`src/rtl/ic_line_fill.sv`:
```
// Instruction-cache line-fill read master: turns a one-cycle miss request into
// a single AXI4 INCR burst of four 32-bit beats and returns the 128-bit line
// with a one-cycle valid pulse. A pipeline reset mid-fill is absorbed by
// finishing the bus transaction and dropping the result.
module ic_line_fill #(
    parameter int unsigned       IDW      = 4,
    parameter logic [IDW-1:0]    ARID_VAL = IDW'(4'h1)
) (
    input  logic                 clk,
    input  logic                 rst_n,
    input  logic                 icr_start_rq,
    input  logic [31:0]          ic_rin_addr,
    input  logic                 rst_pipe,
    output logic                 ic_rdat_m_valid,
    output logic [127:0]         ic_rdat_m_data,
    output logic                 ic_finish_mrd,
    output logic                 ic_fill_busy,
    output logic                 ic_bus_err,
    output logic [IDW-1:0]       arid,
    output logic [31:0]          araddr,
    output logic [7:0]           arlen,
    output logic [2:0]           arsize,
    output logic [1:0]           arburst,
    output logic                 arvalid,
    input  logic                 arready,
    input  logic [IDW-1:0]       rid,
    input  logic [31:0]          rdata,
    input  logic [1:0]           rresp,
    input  logic                 rlast,
    input  logic                 rvalid,
    output logic                 rready
);

    typedef enum logic [1:0] {
        IDLE = 2'd0,
        ADDR = 2'd1,
        DATA = 2'd2,
        DONE = 2'd3
    } state_e;

    state_e         state_q, state_d;
    logic [27:0]    addr_q, addr_d;
    logic [1:0]     cnt_q, cnt_d;
    logic           abort_q, abort_d;
    logic           err_q, err_d;
    logic           drain_q, drain_d;
    logic [127:0]   line_q, line_d;

    // RID is not checked (single outstanding burst); low address bits are line offset.
    logic unused_inputs;
    assign unused_inputs = ^{rid, ic_rin_addr[3:0]};

    // Fixed burst shape: one 4-beat INCR burst of 32-bit words.
    assign arid    = ARID_VAL;
    assign arlen   = 8'd3;
    assign arsize  = 3'b010;
    assign arburst = 2'b01;
    assign araddr  = {addr_q, 4'h0};
    assign ic_rdat_m_data = line_q;

    // State and datapath registers, all cleared by the asynchronous core reset.
    always_ff @(posedge clk or negedge rst_n) begin
        if (!rst_n) begin
            state_q <= IDLE;
            addr_q  <= '0;
            cnt_q   <= '0;
            abort_q <= 1'b0;
            err_q   <= 1'b0;
            drain_q <= 1'b0;
            line_q  <= '0;
        end else begin
            state_q <= state_d;
            addr_q  <= addr_d;
            cnt_q   <= cnt_d;
            abort_q <= abort_d;
            err_q   <= err_d;
            drain_q <= drain_d;
            line_q  <= line_d;
        end
    end

    // Next-state, beat assembly and handshake/status outputs.
    always_comb begin
        state_d         = state_q;
        addr_d          = addr_q;
        cnt_d           = cnt_q;
        abort_d         = abort_q;
        err_d           = err_q;
        drain_d         = drain_q;
        line_d          = line_q;
        arvalid         = 1'b0;
        rready          = 1'b0;
        ic_finish_mrd   = 1'b0;
        ic_rdat_m_valid = 1'b0;
        ic_bus_err      = 1'b0;
        ic_fill_busy    = (state_q != IDLE);

        case (state_q)
            IDLE: begin
                if (icr_start_rq && !rst_pipe) begin
                    addr_d  = ic_rin_addr[31:4];
                    cnt_d   = '0;
                    err_d   = 1'b0;
                    abort_d = 1'b0;
                    drain_d = 1'b0;
                    state_d = ADDR;
                end
            end
            ADDR: begin
                arvalid = 1'b1;
                if (rst_pipe) abort_d = 1'b1;
                if (arready)  state_d = DATA;
            end
            DATA: begin
                rready = 1'b1;
                if (rst_pipe) abort_d = 1'b1;
                if (rvalid) begin
                    if (rresp != 2'b00) err_d = 1'b1;
                    // Once four beats are in, surplus beats are consumed but not stored.
                    if (!drain_q) begin
                        case (cnt_q)
                            2'd0: line_d[31:0]   = rdata;
                            2'd1: line_d[63:32]  = rdata;
                            2'd2: line_d[95:64]  = rdata;
                            2'd3: line_d[127:96] = rdata;
                            default: ;
                        endcase
                        cnt_d = cnt_q + 2'd1;
                        if (rlast && (cnt_q != 2'd3)) err_d = 1'b1;
                        if (!rlast && (cnt_q == 2'd3)) begin
                            err_d   = 1'b1;
                            drain_d = 1'b1;
                        end
                    end
                    if (rlast) state_d = DONE;
                end
            end
            DONE: begin
                ic_finish_mrd   = 1'b1;
                ic_bus_err      = err_q;
                ic_rdat_m_valid = !abort_q && !err_q && !rst_pipe;
                state_d         = IDLE;
            end
            default: state_d = IDLE;
        endcase
    end

endmodule

```
`config.mk`:
```
export PLATFORM = sky130hd
export DESIGN_NAME = ic_line_fill
export DESIGN_NICKNAME = d
export VERILOG_FILES = /design/src/rtl/ic_line_fill.sv
export SDC_FILE = /design/constraint.sdc
export NUM_CORES = 1
export LEC_CHECK = 0
export CAP_MARGIN = 25
export CORE_UTILIZATION = 35
export DETAILED_ROUTE_END_ITERATION = 8
export PLACE_DENSITY = 0.77
export SYNTH_ARGS = -nofsm -noshare
export SYNTH_HDL_FRONTEND = slang
export SYNTH_SLANG_ARGS = --single-unit
```
`constraint.sdc`:
```
create_clock -name clk -period 2.16 [get_ports clk]
set_clock_uncertainty 0.2 [all_clocks]
set_input_delay 0.432 -clock clk [delete_from_list [all_inputs] [get_ports clk]]
set_output_delay 0.432 -clock clk [all_outputs]
set_load 0.1 [all_outputs]
```
==> results of run 1 <==
[sequential cells by signal (all words and copies together), names as in the netlist]
register        flops
abort_q             1
addr_q             28
cnt_q               2
drain_q             1
err_q               1
ic_rdat_m_data    128
state_q             2
[metrics by stage]
step / utilization / hold WS [ps] / instance area, um^2
2_1_floorplan: - / -63.59 / 6734
3_3_place_gp: 0.4929 / 172.9 / 9005
3_5_place_dp: 0.4929 / 185.8 / 9005
4_1_cts: 0.5301 / 297.3 / 9684
5_1_grt: 0.5323 / 302.8 / 9724
6_report: 0.5323 / 293.7 / 9724
[kinds of logic (layout without fill, tap and decap cells)]
family          after synthesis  after routing  share of synthesized area
simple gates                 18             18                    0.01943
fa+ha+maj                     9              9                    0.01698
buf+inv                      45            295                    0.05321
compound gates               15             15                    0.01566
xor+xnor                      1              1                   0.001321
other cells                   2             21                   0.001132
mux                         158            158                     0.2772
flops                       163            163                     0.6151
[worst min path at each step]
stage / from / endpoint / slack (ps) / depth (start not counted)
after global placement: rst_n / ic_rdat_m_data[111] / 170 / 1
after global routing: ic_rdat_m_data[17] / ic_rdat_m_data[17] / 300 / 1
after detailed placement: rst_n / ic_rdat_m_data[113] / 190 / 1
after CTS: rst_n / ic_rdat_m_data[49] / 300 / 2
final: ic_rdat_m_data[17] / ic_rdat_m_data[17] / 290 / 1
after floorplan: rst_n / abort_q / -60 / 0
[worst register-to-register path: cells and delay by family (launching register included)]
family | cells | cell delay, ps
adder cells (fa/ha/maj) | 1 | 210
AND/OR/NAND/NOR | 2 | 310
multiplexers | 1 | 380
flip-flops | 1 | 440
buffers and inverters | 3 | 420
[area by class of cell]
type | count | area (um^2)
timing repair buffer | 256 | 2362
fill | 1504 | 8546
clock buffer | 22 | 484.2
tap | 229 | 286.5
multi-input combinational | 222 | 2315
sequential | 163 | 4079
inverter | 7 | 26.28
clock inverter | 10 | 171.4
[layer usage]
metal	wire length, um	GRT usage
met1	6409	0.1953
met2	8064	0.2946
met3	1133	0.06297
met4	176	0.05090
met5	0	0
[layout by cell type (no fill, tap or decap), types with 5 or more instances in the layout]
master / n
a21oi_1: 5
mux2_1: 39
buf_12: 21
clkbuf_16: 17
mux2_4: 16
ha_1: 6
conb_1: 21
clkdlybuf4s50_1: 67
dfrtp_1: 163
inv_1: 5
mux2_2: 102
buf_4: 165
[what timing repair did]
action | 4_1_cts | 5_1_grt
hold buffers | 1 | 0
endpoints found under the setup margin | 3 | 3
pin swaps | 1 | 1
endpoints found under the hold margin | 37 | 0
resized for setup | 4 | 1
setup buffers | 1 | 4
==> flow_summary.yaml, run 1 <==
die:
  io_pins: 260
  core_area_um2: 18270
  rows: 49
  start_util: 0.3630
  die-width_um: 139.6
  die_area_um2: 19500
  dieHeight_um: 139.6
worst_setup_path:
  crit_buf_inv: 2
  max_stage_delay_ps: 480
  worst-endpoint-arrival_ps: 1500
  path_depth: 3
  cp.required_ps: 1530
  critical-path-top-delay-family: "buffers and inverters"
  regToRegStartpoint: "state_q[0]"
  end_kind: "output pin"
  r2r_end: "ic_rdat_m_data[51]"
  critical_path.slowest_cell: "clkdlybuf4s50_1"
  start_kind: "input port"
  endpoint: "ic_rdat_m_valid"
  r2r_setup_slack_ps: 80
  critPathKind: "in2out"
  crit_start: "rst_pipe"
  r2r.worst_path.cells: 7
  path_max_fanout: 3
  crit_chain: "clkdlybuf4s50_1 > nor4b_4 > buf_12"
timing:
  fin_crit_ps: 2127
  tns_ps: 0
  finalCritPeriodShare: 0.9848
  final_max_slew_viol_count: 0
  rsz0062_at_grt: "yes"
  fin_ws_ps: 32.83
  hold_viol_final: 0
  max_freq_mhz: 470.1
  finalSetupViolations: 0
logic_synthesis:
  yosysSeqAreaShare: 0.6151
  ys_warn_count: 0
  synth_top_area_cell: "dfrtp_1"
  ys_async_sr_fraction: 1.000
  netlist.area_leader.share: 0.6151
  synthTopCellsByCount: "dfrtp_1 (163), mux2_2 (102), mux2_1 (39)"
  synth-seq-cells: 163
  synthTopCellsByArea: "dfrtp_1 (62%), mux2_2 (17%), mux2_1 (6.6%)"
  ys_types: 28
  synth_flop_cell: "dfrtp_1"
  synthCells: 411
  syn_area_um2: 6631
  synth_area_per_cell_um2: 16.13
  synth_edf_count: 0
  synth_most_common_cell: "dfrtp_1"
route:
  wl_per_cell_um: 17.36
  dr.pass1.iters: 4
  ant_nets: 0
  drt_iter0_drc: 83
  route.detailed.drc: 0
  routed_via_density: 4.683
  drt_wl_total_mm: 15.78
  via_count: 4257
placed_design:
  hpwlAfterDp_mm: 11.45
  dpl_worst_slack_ps: -23.60
  port_buffers: 230
  dp.cells: 871
  globalplace.congestion: 0.7438
cells_and_area:
  final_cell_count_no_fill: 909
  drive_gt1_frac: 0.5118
  syn_to_final_growth_pct: 46.64
  nets: 753
  antenna_cells: 0
clocking:
  insertion_delay_ps: 420
  numCtsBuffers: 17
  path_clk_slew_ps: 60
  h-tree-depth: 4
  cts_buffer_depth: 2
  cts.sinks: 163
  clockRootBuffer: "clkbuf_16"
  cts_tree: "done"
global_routing:
  grt_pass1_wl_mm: 25.45
  grt_util_all_layers: 0.1699
  antenna_found_initial: 0
  grt_pass1_vias: 4737
  grt.overflow.total: 0
  grt_max_degree: 50
job:
  maxCapViolCount: 0
worst_hold_path:
  hold_path_class: "reg2reg"
run_status:
  status: "completed"
Power of run 1 is not shown: default switching activity piles up to over one toggle a cycle in this logic, so the estimate is an artifact.
==> run 2, diff against run 1 <==
Settings changed: CORE_UTILIZATION 35 to 44, PLACE_DENSITY 0.77 to 0.91, SETUP_SLACK_MARGIN set to 0.3.
==> flow_summary.yaml, run 2 (synthesis gave the netlist of run 1 again) <==
die:
  core_area_um2: 14640
  rows: 44
  start_util: 0.4528
  die-width_um: 124.8
  dieHeight_um: 124.8
  io_pins: 260
  die_area_um2: 15570
global_routing:
  grt_util_all_layers: 0.2225
  antenna_found_initial: 0
  grt_pass1_vias: 4762
  grt_max_degree: 60
  grt_pass1_wl_mm: 26.30
  grt.overflow.total: 0
clocking:
  path_clk_slew_ps: 70
  cts.sinks: 163
  h-tree-depth: 4
  numCtsBuffers: 17
  cts_buffer_depth: 2
  cts_tree: "done"
  clockRootBuffer: "clkbuf_16"
  insertion_delay_ps: 420
route:
  via_count: 4482
  ant_nets: 0
  routed_via_density: 5.008
  route.detailed.drc: 37
  wl_per_cell_um: 20.07
  drt_iter0_drc: 184
  drt_wl_total_mm: 17.97
  dr.pass1.iters: 6
worst_setup_path:
  critical_path.slowest_cell: "dfrtp_1"
  start_kind: "flip-flop"
  max_stage_delay_ps: 390
  end_kind: "output pin"
  crit_chain: "buf_4 > inv_4 > ha_4 > clkinvlp_4 > buf_12"
  worst-endpoint-arrival_ps: 1500
  cp.required_ps: 1530
  critPathKind: "reg2out"
  path_max_fanout: 3
timing:
  holdWs_ps: 301.0
  fin_crit_ps: 2128
  worst_pin_slew_ps: 590.9
  finalSetupViolations: 0
  finalCritPeriodShare: 0.9852
  rsz0062_at_grt: "yes"
  hold_viol_final: 0
  max_freq_mhz: 469.9
  relSlewSlack: 0.6061
  final_max_slew_viol_count: 0
run_status:
  violations: "DRC"
  status: "complete, but fails checks"
cells_and_area:
  syn_to_final_growth_pct: 58.06
  antenna_cells: 0
  layout_common_cells: "buf_4 (171), dfrtp_1 (162), mux2_2 (84)"
  final_util: 0.7157
  largest_register_ffs: 128
  nets: 786
  drive_gt1_frac: 0.5907
  layout_commonest_cell: "buf_4"
placed_design:
  globalplace.congestion: 0.7632
  port_buffers: 230
  hpwlAfterDp_mm: 10.95
worst_hold_path:
  hold_path_class: "reg2reg"
job:
  maxCapViolCount: 0
==> run 2: worst max-delay path, delay by kind of cell, from the launching register on <==
kind	cells	cell delay, ps
fa+ha+maj	1	140
buf+inv	4	530
flops	1	390
==> run 2: area by class of cell <==
| type | count | area, um^2 |
|---|---|---|
| fillers | 918 | 4163 |
| flip-flops and latches | 163 | 4080 |
| repair buffers | 289 | 2952 |
| multi-input cells | 222 | 2606 |
| clock buffers | 20 | 446.7 |
| well taps | 184 | 230.2 |
| clock inverters | 10 | 133.9 |
| inverters | 7 | 32.53 |
==> run 2: per-stage QoR <==
step	instance area, um^2	TNS, ps	instances	worst slack (ps)
floorplan	6746	-35880	430	-310.8
global placement	9044	-110.6	832	-9.375
detailed placement	9044	-743.6	832	-42.41
CTS	10070	0	883	0.9694
global route	10480	-116.4	895	-38.21
finish	10480	0	895	32.02
==> run 2: timing repair <==
item                       4_1_cts  5_1_grt
gates resized for setup         21       69
gates cloned                     9        4
setup endpoints to repair      136      162
pin swaps                        3        4
hold buffers                     1        0
buffers inserted                11        8
hold endpoints to repair        51        0
==> run 2: layer usage <==
layer  vias to the layer above  GRT usage  routed length (um)
met5                         -          0                   0
met4                         0    0.06391                 165
met3                        17    0.07431                1287
met2                       184     0.3962                9604
met1                      2300     0.2528                6907
li1                       1981          -                   -
==> run 2: path summary, 6_finish.rpt <==
check / startpoint / endpoint / slack (ps) / cells past startpoint
hold / removal: ic_rdat_m_data[6] / ic_rdat_m_data[6] / 300 / 1
setup / recovery: state_q[0] / ic_fill_busy / 30 / 5
max in group asynchronous: rst_n / ic_rdat_m_data[38] / 790 / 3
setup reg to reg: state_q[0] / ic_rdat_m_data[86] / 30 / 9
hold reg to reg: ic_rdat_m_data[6] / ic_rdat_m_data[6] / 300 / 1
min in group asynchronous: rst_n / ic_rdat_m_data[118] / 360 / 2
Power of run 2 is left out for the same reason.
